### config.mk
export PLATFORM = sky130hd
export DESIGN_NAME = pipeline_alu_param
export DESIGN_NICKNAME = d
export VERILOG_FILES = /design/src/rtl/pipeline_alu_param.sv
export SDC_FILE = /design/constraint.sdc
export NUM_CORES = 2
export LEC_CHECK = 0
export CAP_MARGIN = 30
export CORE_ASPECT_RATIO = 0.5
export CORE_MARGIN = 4
export CORE_UTILIZATION = 68
export DETAILED_ROUTE_END_ITERATION = 8
export PLACE_DENSITY_LB_ADDON = 0.3
export SYNTH_ARGS = -nofsm -noshare
export SYNTH_HDL_FRONTEND = slang
export SYNTH_MEMORY_MAX_BITS = 65536
export SYNTH_SLANG_ARGS = --single-unit
### constraint.sdc
create_clock -name clk -period 11.57 [get_ports clk]
set_input_delay 2.314 -clock clk [delete_from_list [all_inputs] [get_ports clk]]
set_output_delay 2.314 -clock clk [all_outputs]
set_load 0.1 [all_outputs]
### src/rtl/pipeline_alu_param.sv
// Two-stage pipelined ALU with internal register file, data memory, valid/ready handshake and forwarding.
// Define PIPELINE_ALU_FLAGS_EN to add the registered flag_z/flag_c/flag_v outputs.
module pipeline_alu_param #(
  parameter int DATA_W     = 16,
  parameter int REG_ADDR_W = 4,
  parameter int MEM_ADDR_W = 8,
  parameter int FUNC_W     = 4
) (
  input  logic                  clk,
  input  logic                  rst_n,
  input  logic                  in_valid,
  output logic                  in_ready,
  input  logic [REG_ADDR_W-1:0] rs1,
  input  logic [REG_ADDR_W-1:0] rs2,
  input  logic [REG_ADDR_W-1:0] rd,
  input  logic [FUNC_W-1:0]     func,
  input  logic [MEM_ADDR_W-1:0] addr,
  output logic                  out_valid,
  input  logic                  out_ready,
  output logic [DATA_W-1:0]     Z_out,
  input  logic                  ld_en,
  input  logic [REG_ADDR_W-1:0] ld_addr,
  input  logic [DATA_W-1:0]     ld_data,
  input  logic [MEM_ADDR_W-1:0] mem_rd_addr,
  output logic [DATA_W-1:0]     mem_rd_data
`ifdef PIPELINE_ALU_FLAGS_EN
  ,
  output logic                  flag_z,
  output logic                  flag_c,
  output logic                  flag_v
`endif
);

  localparam int NumRegs = 1 << REG_ADDR_W;
  localparam int NumMem  = 1 << MEM_ADDR_W;

  logic [DATA_W-1:0] regFile_q [NumRegs];
  logic [DATA_W-1:0] mem_q     [NumMem];

  logic [DATA_W-1:0]     opA_q, opA_d, opB_q, opB_d;
  logic [REG_ADDR_W-1:0] rd_q, rd_d;
  logic [FUNC_W-1:0]     func_q, func_d;
  logic [MEM_ADDR_W-1:0] addr1_q, addr1_d;
  logic                  v1_q, v1_d;

  logic [DATA_W-1:0]     z_q, z_d;
  logic [MEM_ADDR_W-1:0] addr2_q, addr2_d;
  logic                  v2_q, v2_d;

  logic              stall;
  logic              wbFire;
  logic [DATA_W-1:0] aluRes;
  logic [DATA_W-1:0] fwdA, fwdB;

  assign stall     = v2_q && !out_ready;
  assign wbFire    = v1_q && !stall;
  assign in_ready  = !rst_n || !stall;
  assign out_valid = v2_q;
  assign Z_out     = z_q;
  assign mem_rd_data = mem_q[mem_rd_addr];

  always_comb begin
    aluRes = '0;
    case (func_q)
      FUNC_W'(0):  aluRes = opA_q + opB_q;
      FUNC_W'(1):  aluRes = opA_q - opB_q;
      FUNC_W'(2):  aluRes = opA_q * opB_q;
      FUNC_W'(3):  aluRes = opA_q;
      FUNC_W'(4):  aluRes = opB_q;
      FUNC_W'(5):  aluRes = opA_q & opB_q;
      FUNC_W'(6):  aluRes = opA_q | opB_q;
      FUNC_W'(7):  aluRes = opA_q ^ opB_q;
      FUNC_W'(8):  aluRes = '0 - opA_q;
      FUNC_W'(9):  aluRes = '0 - opB_q;
      FUNC_W'(10): aluRes = opA_q >> 1;
      FUNC_W'(11): aluRes = opA_q << 1;
      default:     aluRes = '0;
    endcase
  end

  // Operand sources: in-flight S1 result first, then the load port, then the register file.
  always_comb begin
    fwdA = regFile_q[rs1];
    fwdB = regFile_q[rs2];
    if (ld_en && ld_addr == rs1) fwdA = ld_data;
    if (ld_en && ld_addr == rs2) fwdB = ld_data;
    if (wbFire && rd_q == rs1) fwdA = aluRes;
    if (wbFire && rd_q == rs2) fwdB = aluRes;
  end

  always_comb begin
    opA_d   = opA_q;
    opB_d   = opB_q;
    rd_d    = rd_q;
    func_d  = func_q;
    addr1_d = addr1_q;
    v1_d    = v1_q;
    z_d     = z_q;
    addr2_d = addr2_q;
    v2_d    = v2_q;
    if (!stall) begin
      opA_d   = fwdA;
      opB_d   = fwdB;
      rd_d    = rd;
      func_d  = func;
      addr1_d = addr;
      v1_d    = in_valid;
      z_d     = aluRes;
      addr2_d = addr1_q;
      v2_d    = v1_q;
    end
  end

  always_ff @(posedge clk) begin
    if (!rst_n) begin
      opA_q   <= '0;
      opB_q   <= '0;
      rd_q    <= '0;
      func_q  <= '0;
      addr1_q <= '0;
      v1_q    <= 1'b0;
      z_q     <= '0;
      addr2_q <= '0;
      v2_q    <= 1'b0;
    end else begin
      opA_q   <= opA_d;
      opB_q   <= opB_d;
      rd_q    <= rd_d;
      func_q  <= func_d;
      addr1_q <= addr1_d;
      v1_q    <= v1_d;
      z_q     <= z_d;
      addr2_q <= addr2_d;
      v2_q    <= v2_d;
    end
  end

  // The later pipeline write wins over the load port when both target one register.
  always_ff @(posedge clk) begin
    if (!rst_n) begin
      for (int i = 0; i < NumRegs; i++) regFile_q[i] <= '0;
    end else begin
      if (ld_en) regFile_q[ld_addr] <= ld_data;
      if (wbFire) regFile_q[rd_q] <= aluRes;
    end
  end

  always_ff @(posedge clk) begin
    if (rst_n && v2_q && out_ready) mem_q[addr2_q] <= z_q;
  end

`ifdef PIPELINE_ALU_FLAGS_EN
  logic flagZ_q, flagZ_d, flagC_q, flagC_d, flagV_q, flagV_d;
  logic aluC, aluV;

  // Add carry shows as a wrapped sum smaller than A; sub carry is the borrow.
  always_comb begin
    aluC = 1'b0;
    aluV = 1'b0;
    if (func_q == FUNC_W'(0)) begin
      aluC = aluRes < opA_q;
      aluV = (opA_q[DATA_W-1] == opB_q[DATA_W-1]) && (aluRes[DATA_W-1] != opA_q[DATA_W-1]);
    end else if (func_q == FUNC_W'(1)) begin
      aluC = opA_q < opB_q;
      aluV = (opA_q[DATA_W-1] != opB_q[DATA_W-1]) && (aluRes[DATA_W-1] != opA_q[DATA_W-1]);
    end
  end

  always_comb begin
    flagZ_d = flagZ_q;
    flagC_d = flagC_q;
    flagV_d = flagV_q;
    if (!stall) begin
      flagZ_d = (aluRes == '0);
      flagC_d = aluC;
      flagV_d = aluV;
    end
  end

  always_ff @(posedge clk) begin
    if (!rst_n) begin
      flagZ_q <= 1'b0;
      flagC_q <= 1'b0;
      flagV_q <= 1'b0;
    end else begin
      flagZ_q <= flagZ_d;
      flagC_q <= flagC_d;
      flagV_q <= flagV_d;
    end
  end

  assign flag_z = flagZ_q;
  assign flag_c = flagC_q;
  assign flag_v = flagV_q;
`endif

endmodule

==> results of run 1 <==
==> logic make-up after synthesis <==
family	synth area share, %
XOR/XNOR	0.435
flip-flops	73.0
adder cells (fa/ha/maj)	1.57
AO/OA/AOI/OAI	1.83
multiplexers	19.0
AND/OR/NAND/NOR	2.62
buffers and inverters	1.59
==> per-stage QoR <==
step           cell area, um2  cells
2_1_floorplan          181000   8609
3_3_place_gp           188000  12100
==> synthesized netlist by cell type (62+ instances only) <==
library cell	n	share of area (%)
fa_1	81	0.90
a21oi_1	84	0.23
clkbuf_1	388	0.80
nor2_1	410	0.85
nand2_1	321	0.67
nand3_1	242	0.67
mux4_2	1503	19
buf_2	103	0.28
buf_1	77	0.16
o21ai_0	273	0.75
ha_1	98	0.68
xnor2_1	62	0.30
edfxtp_1	4352	72
dfxtp_1	74	0.82
inv_1	145	0.30
==> results.yml, run 1 <==
run_status:
  status: "did not finish"
  stop_stage: "3_5_place_dp"
  error: "[ERROR DPL-0033] detailed placement checks failed during check placement."
synthesis:
  synth_edf_count: 4352
  ys_types: 75
  syn_nets: 8845
  ys_async_sr_fraction_pct: 0
  ys_seq_area_share_pct: 73.0
  synth_warnings: 0
  syn-cell-area_um2: 181000
  syn_avg_cell_area_um2: 21.0
  synthCells: 8609
  synth-seq-cells: 4426
  ys.flop_type: "edfxtp_1"
floorplan:
  die_w_um: 738
  rows: 133
  die_h_um: 373
  num_io_pins: 91
  start_util_pct: 68.6
place:
  place.port_buffers: 90
  gp_congestion: 0.935
  hpwl_um: 323000
==> run 2: changes to the inputs <==
- CORE_ASPECT_RATIO: 0.5 -> default
- CORE_UTILIZATION: 68 -> 40
- PLACE_DENSITY_LB_ADDON: 0.3 -> 0.15
==> run 2 against run 1 <==
The run now ends clean. Area after synthesis unchanged. Synthesized cell count unchanged.
==> results.yml, run 2 <==
setup_path:
  startpoint_type: "primary input"
  criticalPathCategory: "in2out"
  path_max_fanout: 60
  r2r_start: "opB_q[6]$_SDFFE_PN0N_"
  end_kind: "output port"
  cp.arrival_ns: 6.77
  crit_required_ns: 9.26
  worstSetupStartpoint: "mem_rd_addr[0]"
synthesis:
  synth_warnings: 0
  synth-seq-cells: 4426
  yosys-top-cells-area: "edfxtp_1 72%, mux4_2 19%, fa_1 0.90%, nor2_1 0.85%, dfxtp_1 0.82%"
  yosys.cell_count.top_type: "edfxtp_1"
  syn-cell-area_um2: 181000
  synthMuxAreaShare_pct: 19.0
  synthAdderAreaFrac_pct: 1.57
  syn_nets: 8845
  ys_seq_area_share_pct: 73.0
  synth_edf_count: 4352
  ys_types: 75
  ys_async_sr_fraction_pct: 0
  synth_top_cell_by_area: "edfxtp_1"
  synth-compound-area-share_pct: 1.83
  synth_top_family_by_area: "multiplexers"
  synth_common_cells: "4352 x edfxtp_1, 1503 x mux4_2, 410 x nor2_1"
  synth_top_area_share_pct: 72.2
  synth_xor_xnor_area_share_pct: 0.435
  synthCells: 8609
  ys.flop_type: "edfxtp_1"
  syn_avg_cell_area_um2: 21.0
  yosys.area_share.simple_pct: 2.62
layout:
  nets: 9345
  final_common_cell: "edfxtp_1"
  final_cell_mix: "4352 x edfxtp_1, 1503 x mux4_2, 475 x buf_4"
  area_delta_synth_final_pct: 14.3
  largest_reg_flops: 4096
  drive_above_1_share_pct: 29.5
  reg.largest.list: "mem_q: 4096 flops, regFile_q: 256 flops"
  regMostFlops: "mem_q"
route:
  drtPass1Iterations: 6
  drc: 0
  via_per_inst: 5.97
  wl_um: 522000
  via_count: 92300
  dr.max_layer_used: "met5"
  wl_met3_um: 40800
  wl_met1_um: 217000
  drtIter0Drc: 11300
  wl_met2_um: 249000
  ant_nets: 0
  wl_per_cell_um: 33.8
floorplan:
  die_area_um2: 463000
  core_um2: 450000
  die_w_um: 681
  start_util_pct: 40.2
  rows: 246
  die_h_um: 681
  num_io_pins: 91
sta:
  setup_viol: 0
  setup_tns_ns: 0
  hold_viol: 0
  finalCritPeriodShare_pct: 78.5
  layout_min_cycle_time_ns: 9.09
  maxSlewViolCount: 0
  worstMarginPinSlew_ns: 1.43
  relSlewSlack_pct: 4.40
  skew_ns: 0.0637
  fmax_mhz: 110
  setup_ws_ns: 2.48
  hold-worst-slack_ns: 0.449
  rsz0062_at_grt: "false"
clock_network:
  path_clk_slew_ns: 0.06
  post-cts-setup-buffer-count: 0
  cts_resized: 0
  clockBufferDepth: 4
  numClockSinks: 4426
  insertion_delay_ns: 1.00
  holdBufCountCts: 0
  cts-buffers-inserted: 458
  clock-root-buffer: "clkbuf_16"
  cts_tree: "built"
  h-tree-depth: 5
power_and_ir_drop:
  total_leakage_power_nw: 65.9
  seq_power_share_pct: 50.9
  p_per_area_nw_per_um2: 178
  vdd_drop_max_mv: 0.156
  combPwrFrac_pct: 9.6
  swShare_pct: 24.1
  power.share.clock_pct: 39.6
  internal_power_w: 0.0279
  p_switching_w: 0.00884
run_status:
  status: "complete, no violations"
grt:
  gr-total-overflow: 0
  grt_pass1_vias: 93000
  track_usage_pct: 22.3
  grt_pass1_wl_um: 732000
  antenna_found_initial: 36
  grt_max_degree: 209
worst_hold_path:
  hp-start: "addr1_q[1]$_SDFFE_PN0N_"
  hold_class: "reg2reg"
place:
  gp_congestion: 0.819
  place_ws_ns: 2.37
  hpwl_um: 306000
  place.port_buffers: 90
job:
  drv_cap: 0
run 2: cell counts after synthesis:
No cell type changed its count.
run 2: per-layer routing:
layer | GRT usage [%] | up-vias
met5 | 0 | -
met4 | 5.98 | 8
met3 | 3.69 | 779
met2 | 35.6 | 4133
li1 | - | 36900
met1 | 32.0 | 50400
run 2: power groups by stage:
stage                     clock (W)  sequential, W  combinational, W
after floorplan                   0         0.0196           0.00150
after global placement            0         0.0190           0.00340
after detailed placement          0         0.0190           0.00352
after CTS                    0.0149         0.0187           0.00352
after global routing         0.0156         0.0187           0.00375
final                        0.0145         0.0187           0.00351
run 2: worst paths after layout:
| kind | to | slack (ns) | cells past startpoint |
|---|---|---|---|
| hold / removal | addr1_q[1]$_SDFFE_PN0N_ | 0.45 | 2 |
| hold reg to reg | addr1_q[1]$_SDFFE_PN0N_ | 0.45 | 2 |
| setup / recovery | mem_rd_data[9] | 2.48 | 9 |
| setup reg to reg | regFile_q[9][14]$_DFFE_PP_ | 4.33 | 22 |
run 2: worst max-delay path, cell delays in order:
cell	delay, ns
buf_16	0.37
buf_4	0.57
buf_4	0.59
mux4_2	0.59
mux4_2	0.57
mux4_2	0.62
a22oi_1	0.36
nand2_1	0.30
buf_12	0.27
run 2: final cells by class:
class	count	area, um2
clock inverter	266	2650
antenna	12	30.0
multi-input combinational	3456	46200
fill	37400	243000
inverter	153	574
clock buffer	567	12000
timing repair buffer	614	5750
tap	5952	7450
sequential	4426	132000
run 2: logic make-up (layout without fill, tap and decap cells):
logic type	after synthesis	after routing
flops	4426	4426
mux	1549	1549
simple gates	1094	1094
buf+inv	727	1600
compound gates	544	544
fa+ha+maj	179	179
xor+xnor	90	90
other cells	0	12
run 2: stage by stage:
| step | total power [W] | area (um2) | std cells | util, % |
|---|---|---|---|---|
| floorplan | 0.0211 | 181000 | 8609 | - |
| global placement | 0.0224 | 192000 | 14600 | 42.6 |
| detailed placement | 0.0225 | 192000 | 14600 | 42.7 |
| CTS | 0.0371 | 207000 | 15400 | 45.9 |
| global route | 0.0380 | 207000 | 15400 | 46.0 |
| finish | 0.0367 | 207000 | 15400 | 46.0 |
(Power assumes the default switching activity.)
